[src/rtl/shapool_ctrl_pkg.sv]
// Shared definitions for the shapool job controller.
//   - ctrl_state_e : controller FSM states (IDLE=0, LOAD=1, RUN=2, DONE=3)
//   - *_W          : widths of the job parameter fields handed to the pool
package shapool_ctrl_pkg;

   localparam int unsigned SHA_STATE_W   = 256;
   localparam int unsigned MSG_HEAD_W    = 96;
   localparam int unsigned DIFF_W        = 8;
   localparam int unsigned NONCE_START_W = 8;

   typedef enum logic [1:0] {
      StIdle = 2'd0,
      StLoad = 2'd1,
      StRun  = 2'd2,
      StDone = 2'd3
   } ctrl_state_e;

endpackage

[src/rtl/shapool_run_timer.sv]
// Saturating run-cycle counter with terminal-count compare.
//   i_clk, i_reset : clock, synchronous active-high reset
//   i_clear        : zero the count (job acceptance)
//   i_enable       : count this cycle (RUN)
//   i_limit        : cycle budget, 0 = unlimited
//   o_count        : registered count, saturates at all-ones
//   o_terminal     : this enabled cycle is the last one of the budget
module shapool_run_timer
   import shapool_ctrl_pkg::*;
#(
   parameter int unsigned WIDTH = 40
) (
   input  logic             i_clk,
   input  logic             i_reset,
   input  logic             i_clear,
   input  logic             i_enable,
   input  logic [WIDTH-1:0] i_limit,
   output logic [WIDTH-1:0] o_count,
   output logic             o_terminal
);

   logic [WIDTH-1:0] r_count;

   always_ff @(posedge i_clk) begin
      if (i_reset || i_clear) begin
         r_count <= '0;
      end else if (i_enable && (r_count != '1)) begin
         r_count <= r_count + WIDTH'(1);
      end
   end

   // Compare against limit-1 on the pre-increment count, so the budget expires
   // on exactly the limit-th enabled cycle.
   assign o_terminal = (i_limit != '0) && (r_count == (i_limit - WIDTH'(1)));
   assign o_count    = r_count;

endmodule

[src/rtl/shapool_job_ctrl.sv]
// Job sequencer for the shapool hasher pool.
//   i_job_*     : job offer (valid/ready), parameters captured on acceptance
//   i_abort     : cancel current job while loading or running
//   o_pool_*    : registered job copy and pool reset
//   i_pool_*    : pool success strobe and nonce
//   o_result_*  : one result record per finished job (valid/ready)
//   o_busy      : loading or running
// Every output is registered; output flops are loaded from the next state.
module shapool_job_ctrl
   import shapool_ctrl_pkg::*;
#(
   parameter int unsigned POOL_SIZE_LOG2 = 0,
   parameter int unsigned NONCE_WIDTH    = 32 - POOL_SIZE_LOG2,
   parameter int unsigned RESET_CYCLES   = 2,
   parameter int unsigned TIMEOUT_WIDTH  = 40
) (
   input  logic                     i_clk,
   input  logic                     i_reset,
   input  logic                     i_job_valid,
   output logic                     o_job_ready,
   input  logic [SHA_STATE_W-1:0]   i_job_sha_state,
   input  logic [MSG_HEAD_W-1:0]    i_job_message_head,
   input  logic [DIFF_W-1:0]        i_job_difficulty,
   input  logic [NONCE_START_W-1:0] i_job_nonce_start,
   input  logic [TIMEOUT_WIDTH-1:0] i_job_timeout,
   input  logic                     i_abort,
   output logic                     o_pool_reset,
   output logic [SHA_STATE_W-1:0]   o_pool_sha_state,
   output logic [MSG_HEAD_W-1:0]    o_pool_message_head,
   output logic [DIFF_W-1:0]        o_pool_difficulty,
   output logic [NONCE_START_W-1:0] o_pool_nonce_start,
   input  logic                     i_pool_success,
   input  logic [NONCE_WIDTH-1:0]   i_pool_nonce,
   output logic                     o_result_valid,
   input  logic                     i_result_ready,
   output logic                     o_result_success,
   output logic [NONCE_WIDTH-1:0]   o_result_nonce,
   output logic [TIMEOUT_WIDTH-1:0] o_result_cycles,
   output logic                     o_busy
);

   localparam int unsigned LOAD_W = (RESET_CYCLES > 2) ? $clog2(RESET_CYCLES) : 1;
   localparam logic [LOAD_W-1:0] LOAD_LAST = LOAD_W'(RESET_CYCLES - 1);

   ctrl_state_e                r_state, w_state_d;
   logic [LOAD_W-1:0]          r_load_cnt;
   logic [TIMEOUT_WIDTH-1:0]   r_timeout;
   logic                       r_job_ready, r_pool_reset, r_result_valid, r_busy;
   logic                       r_result_success;
   logic [NONCE_WIDTH-1:0]     r_result_nonce;
   logic [SHA_STATE_W-1:0]     r_sha_state;
   logic [MSG_HEAD_W-1:0]      r_message_head;
   logic [DIFF_W-1:0]          r_difficulty;
   logic [NONCE_START_W-1:0]   r_nonce_start;
   logic                       w_accept, w_run, w_hit_success, w_hit_timeout, w_terminal;

   shapool_run_timer #(
      .WIDTH (TIMEOUT_WIDTH)
   ) u_run_timer (
      .i_clk      (i_clk),
      .i_reset    (i_reset),
      .i_clear    (w_accept),
      .i_enable   (w_run),
      .i_limit    (r_timeout),
      .o_count    (o_result_cycles),
      .o_terminal (w_terminal)
   );

   always_comb begin
      w_state_d     = r_state;
      w_accept      = 1'b0;
      w_run         = 1'b0;
      w_hit_success = 1'b0;
      w_hit_timeout = 1'b0;
      case (r_state)
         StIdle: begin
            if (i_job_valid && r_job_ready) begin
               w_accept  = 1'b1;
               w_state_d = StLoad;
            end
         end
         StLoad: begin
            if (i_abort) begin
               w_state_d = StIdle;
            end else if (r_load_cnt == LOAD_LAST) begin
               w_state_d = StRun;
            end
         end
         StRun: begin
            w_run = 1'b1;
            // Abort beats success, success beats timeout.
            if (i_abort) begin
               w_state_d = StIdle;
            end else if (i_pool_success) begin
               w_hit_success = 1'b1;
               w_state_d     = StDone;
            end else if (w_terminal) begin
               w_hit_timeout = 1'b1;
               w_state_d     = StDone;
            end
         end
         StDone: begin
            if (i_result_ready) begin
               w_state_d = StIdle;
            end
         end
         default: w_state_d = StIdle;
      endcase
   end

   always_ff @(posedge i_clk) begin
      if (i_reset) begin
         r_state          <= StIdle;
         r_load_cnt       <= '0;
         r_timeout        <= '0;
         r_job_ready      <= 1'b0;
         r_pool_reset     <= 1'b1;
         r_result_valid   <= 1'b0;
         r_busy           <= 1'b0;
         r_result_success <= 1'b0;
         r_result_nonce   <= '0;
         r_sha_state      <= '0;
         r_message_head   <= '0;
         r_difficulty     <= '0;
         r_nonce_start    <= '0;
      end else begin
         r_state        <= w_state_d;
         r_job_ready    <= (w_state_d == StIdle);
         r_pool_reset   <= (w_state_d != StRun);
         r_result_valid <= (w_state_d == StDone);
         r_busy         <= (w_state_d == StLoad) || (w_state_d == StRun);

         if (w_accept) begin
            r_load_cnt     <= '0;
            r_timeout      <= i_job_timeout;
            r_sha_state    <= i_job_sha_state;
            r_message_head <= i_job_message_head;
            r_difficulty   <= i_job_difficulty;
            r_nonce_start  <= i_job_nonce_start;
         end else if (r_state == StLoad) begin
            r_load_cnt <= r_load_cnt + LOAD_W'(1);
         end

         if (w_hit_success) begin
            r_result_success <= 1'b1;
            r_result_nonce   <= i_pool_nonce;
         end else if (w_hit_timeout) begin
            r_result_success <= 1'b0;
            r_result_nonce   <= '0;
         end
      end
   end

   assign o_job_ready         = r_job_ready;
   assign o_pool_reset        = r_pool_reset;
   assign o_result_valid      = r_result_valid;
   assign o_busy              = r_busy;
   assign o_result_success    = r_result_success;
   assign o_result_nonce      = r_result_nonce;
   assign o_pool_sha_state    = r_sha_state;
   assign o_pool_message_head = r_message_head;
   assign o_pool_difficulty   = r_difficulty;
   assign o_pool_nonce_start  = r_nonce_start;

endmodule

[config.mk]
export PLATFORM = sky130hd
export DESIGN_NAME = shapool_job_ctrl
export DESIGN_NICKNAME = d
export VERILOG_FILES = /design/src/rtl/shapool_ctrl_pkg.sv /design/src/rtl/shapool_run_timer.sv /design/src/rtl/shapool_job_ctrl.sv
export SDC_FILE = /design/constraint.sdc
export NUM_CORES = 1
export LEC_CHECK = 0
export CORE_AREA = 3 3 346 348
export CTS_CLUSTER_SIZE = 24
export DETAILED_ROUTE_END_ITERATION = 7
export DIE_AREA = 0 0 349 351
export GPL_TIMING_DRIVEN = 1
export SYNTH_ARGS = -nofsm -noshare
export SYNTH_HDL_FRONTEND = slang
export SYNTH_SLANG_ARGS = --single-unit
[constraint.sdc]
create_clock -name i_clk -period 3.5 [get_ports i_clk]
set_input_delay 0.7 -clock i_clk [delete_from_list [all_inputs] [get_ports i_clk]]
set_output_delay 0.7 -clock i_clk [all_outputs]
set_load 0.05 [all_outputs]
==> run_results.csv <==
group,metric,value,unit
floorplan,dieArea,122500,um^2
layout,layout-drive-gt1-share,7.854,%
global_route,gr-total-overflow,0,
placed_design,io_buffers,890,
setup_path,cp-end-kind,"flop",
timing,rsz0062_at_grt,"no",
clock_tree,cts-root-buf,"clkbuf_16",
logic_synthesis,yosysMostFrequentCell,"nand2_1",
clock_tree,clk_pin_slew_worst_paths,0.05,ns
clock_tree,ctsHoldBuffers,0,
setup_path,crit_path_start_kind,"flop",
flow_run,maxCapViolCount,0,
drt,drc,0,
logic_synthesis,ys_async_sr_fraction,0,%
logic_synthesis,synth_edf_count,0,
timing,hold_slack,0.4501,ns
logic_synthesis,syn_area_per_cell,7.939,um^2
power_and_ir_drop,ir_drop,0.3556,mV
logic_synthesis,syn_area,19350,um^2
layout,fillerInstances,12510,
floorplan,coreArea,116500,um^2
timing,worst_slew_pin_slew,1.101,ns
timing,fin_crit,3.221,ns
drt,vias,20570,
setup_path,cpMostUsedCell,"ha_1",
setup_path,worst_path_largest_cell_delay,0.58,ns
power_and_ir_drop,finalPower,0.01633,W
floorplan,die_h,351,um
logic_synthesis,ys_seq_area_share,50.48,%
layout,seq_area,9769,um^2
timing,period_share,92.03,%
floorplan,fp-row-count,125,
logic_synthesis,netlist.area_leader.share,50.48,%
floorplan,initial_core_util,16.61,%
logic_synthesis,synth_area_leader_cell,"dfxtp_1",
placed_design,place_hpwl,80820,um
logic_synthesis,synth_cells,2438,
logic_synthesis,ys_top_cells_by_count,"nand2_1 (874), dfxtp_1 (488), a21oi_1 (422)",
logic_synthesis,ys_seq_elements,488,
power_and_ir_drop,p_leak,11.35,nW
timing,fin_tns_setup,0,ns
setup_path,cp.arrival,3.70,ns
logic_synthesis,synth_cell_type_count,62,
floorplan,num_io_pins,891,
logic_synthesis,ys_dominant_reg_cell,"dfxtp_1",
global_route,grt_pass1_wl,140500,um
clock_tree,clock_path_buffers,3,
global_route,grt_max_degree,186,
global_route,grt_use_total,15.72,%
clock_tree,clock_latency,0.63,ns
setup_path,critPathKind,"reg -> reg",
setup_path,path_cells,"inv_1 > ha_1 > nor3b_2 > nand3_1 > or4_4 > a2111oi_4 > nand4b_2 > nor4_4 > buf_12 > a21oi_1 > ha_1 > nor2_1",
setup_path,crit_slowest_cell,"or4_4",
drt,viasPerCell,4.219,
clock_tree,cts_tree,"yes",
drt,wire_per_inst,21.06,um
drt,routed_wl,102700,um
logic_synthesis,synthTopCellsByArea,"dfxtp_1 (50%), nand2_1 (17%), a21oi_1 (11%)",
setup_path,cp.required,3.98,ns
logic_synthesis,syn-num-nets,2890,
timing,hold_viol_final,0,
setup_path,r2r_cells,12,
clock_tree,cts-htree-levels,3,
drt,firstDrtPassIters,6,
timing,finClkSkew,0.03505,ns
global_route,grt_pass1_vias,19440,
power_and_ir_drop,p_per_area,501.8,nW/um^2
layout,nets,3739,
logic_synthesis,synth_warnings,0,
timing,setup_viol,0,
clock_tree,cts_made_buffers,66,
clock_tree,cts_sinks,488,
layout,synthToLayoutAreaGrowth,68.14,%
timing,slew_viol_final,0,
drt,ant_nets,0,
timing,max_freq,310.5,MHz
drt,drt-initial-drc-count,1716,
floorplan,die_w,349,um
hold_path,hold_depth,2,
layout,multi_input_area,8885,um^2
placed_design,globalplace.congestion,0.8947,
hold_path,hp-class,"reg -> reg",
timing,max_slew_margin,26.57,%
setup_path,cp_max_fo,6,
global_route,grt_antenna_before_repair,31,
run_status,status,"completed",
[sequential cells by signal, summed over array words and instances, names as in the netlist]
signal / cells
o_pool_sha_state: 256
o_pool_message_head: 96
r_timeout: 40
u_run_timer.o_count: 40
o_result_nonce: 32
o_pool_difficulty: 8
o_pool_nonce_start: 8
r_state: 2
o_busy: 1
o_job_ready: 1
o_pool_reset: 1
o_result_success: 1
o_result_valid: 1
r_load_cnt: 1
[metal layers]
layer	part of all wire [%]	GRT usage, %	vias to the layer above
li1	-	-	9920
met1	40	18.62	9688
met2	46	25.00	773
met3	9.4	6.241	164
met4	4.6	7.156	22
met5	0.14	0	-
[cells in the final DEF (no fill, tap or decap), drive strengths merged, types with 14 or more instances in the layout]
cell	instances
clkinv	14
dfxtp	488
nand3	54
nor3	27
nand4	24
nor4	20
o21ai	14
diode	15
xnor2	46
clkbuf	92
o221ai	32
xor2	37
and3	15
nand2	874
a31o	33
a21oi	422
nor2	59
clkdlybuf4s50	889
buf	74
[critical path, delay by kind of cell (launching register included)]
kind,cells,cell delay (ns)
DFF,1,0.36
and+or+nand+nor,6,1.50
buffers and inverters,2,0.26
adders and majority gates,2,0.49
AOI/OAI and AO/OA,2,0.46
[where the power goes]
group / switching [W] / internal (W) / leakage, nW
sequential: 0.000163 / 0.00581 / 3.97
clock: 0.00288 / 0.00422 / 1.12
combinational: 0.00203 / 0.00123 / 6.25
[through the flow]
step                      area (um^2)  util [%]  instances  setup WS (ns)
after floorplan                 19350         -       2438        0.09279
after global placement          30190     25.91       4741         0.1041
after detailed placement        30190     25.91       4741        0.09727
after CTS                       32480     27.88       4858        0.06761
after global routing            32520     27.91       4864        0.02884
final                           32540     27.93       4875         0.2789
[final cells by class]
cell class | instances | share of cell area [%]
Inverter | 7 | 0.08074
Tap cell | 1524 | 5.859
Clock inverter | 25 | 1.246
Clock buffer | 92 | 5.805
Multi-Input combinational cell | 1761 | 27.30
Sequential cell | 488 | 30.02
Timing Repair Buffer | 963 | 29.57
Antenna cell | 15 | 0.1153
[worst paths after layout]
check / end / startpoint / slack [ns]
max: o_busy / r_timeout[0] / 0.28
min reg2reg: o_pool_difficulty[5] / o_pool_difficulty[5] / 0.45
min: o_pool_difficulty[5] / o_pool_difficulty[5] / 0.45
max reg2reg: o_busy / r_timeout[0] / 0.28
[kinds of logic after synthesis]
group	share of synthesized area [%]
flip-flops	50.48
adder cells (fa/ha/maj)	0.3879
AO/OA/AOI/OAI	16.69
buffers and inverters	3.827
AND/OR/NAND/NOR	24.66
multiplexers	0.2069
XOR/XNOR	3.756
[what timing repair did]
item	in CTS	in global routing
setup buffers	0	2
endpoints found under the setup margin	0	30
resized for setup	0	1
endpoints found under the hold margin	0	0
Power figures use the tool's default switching activity.
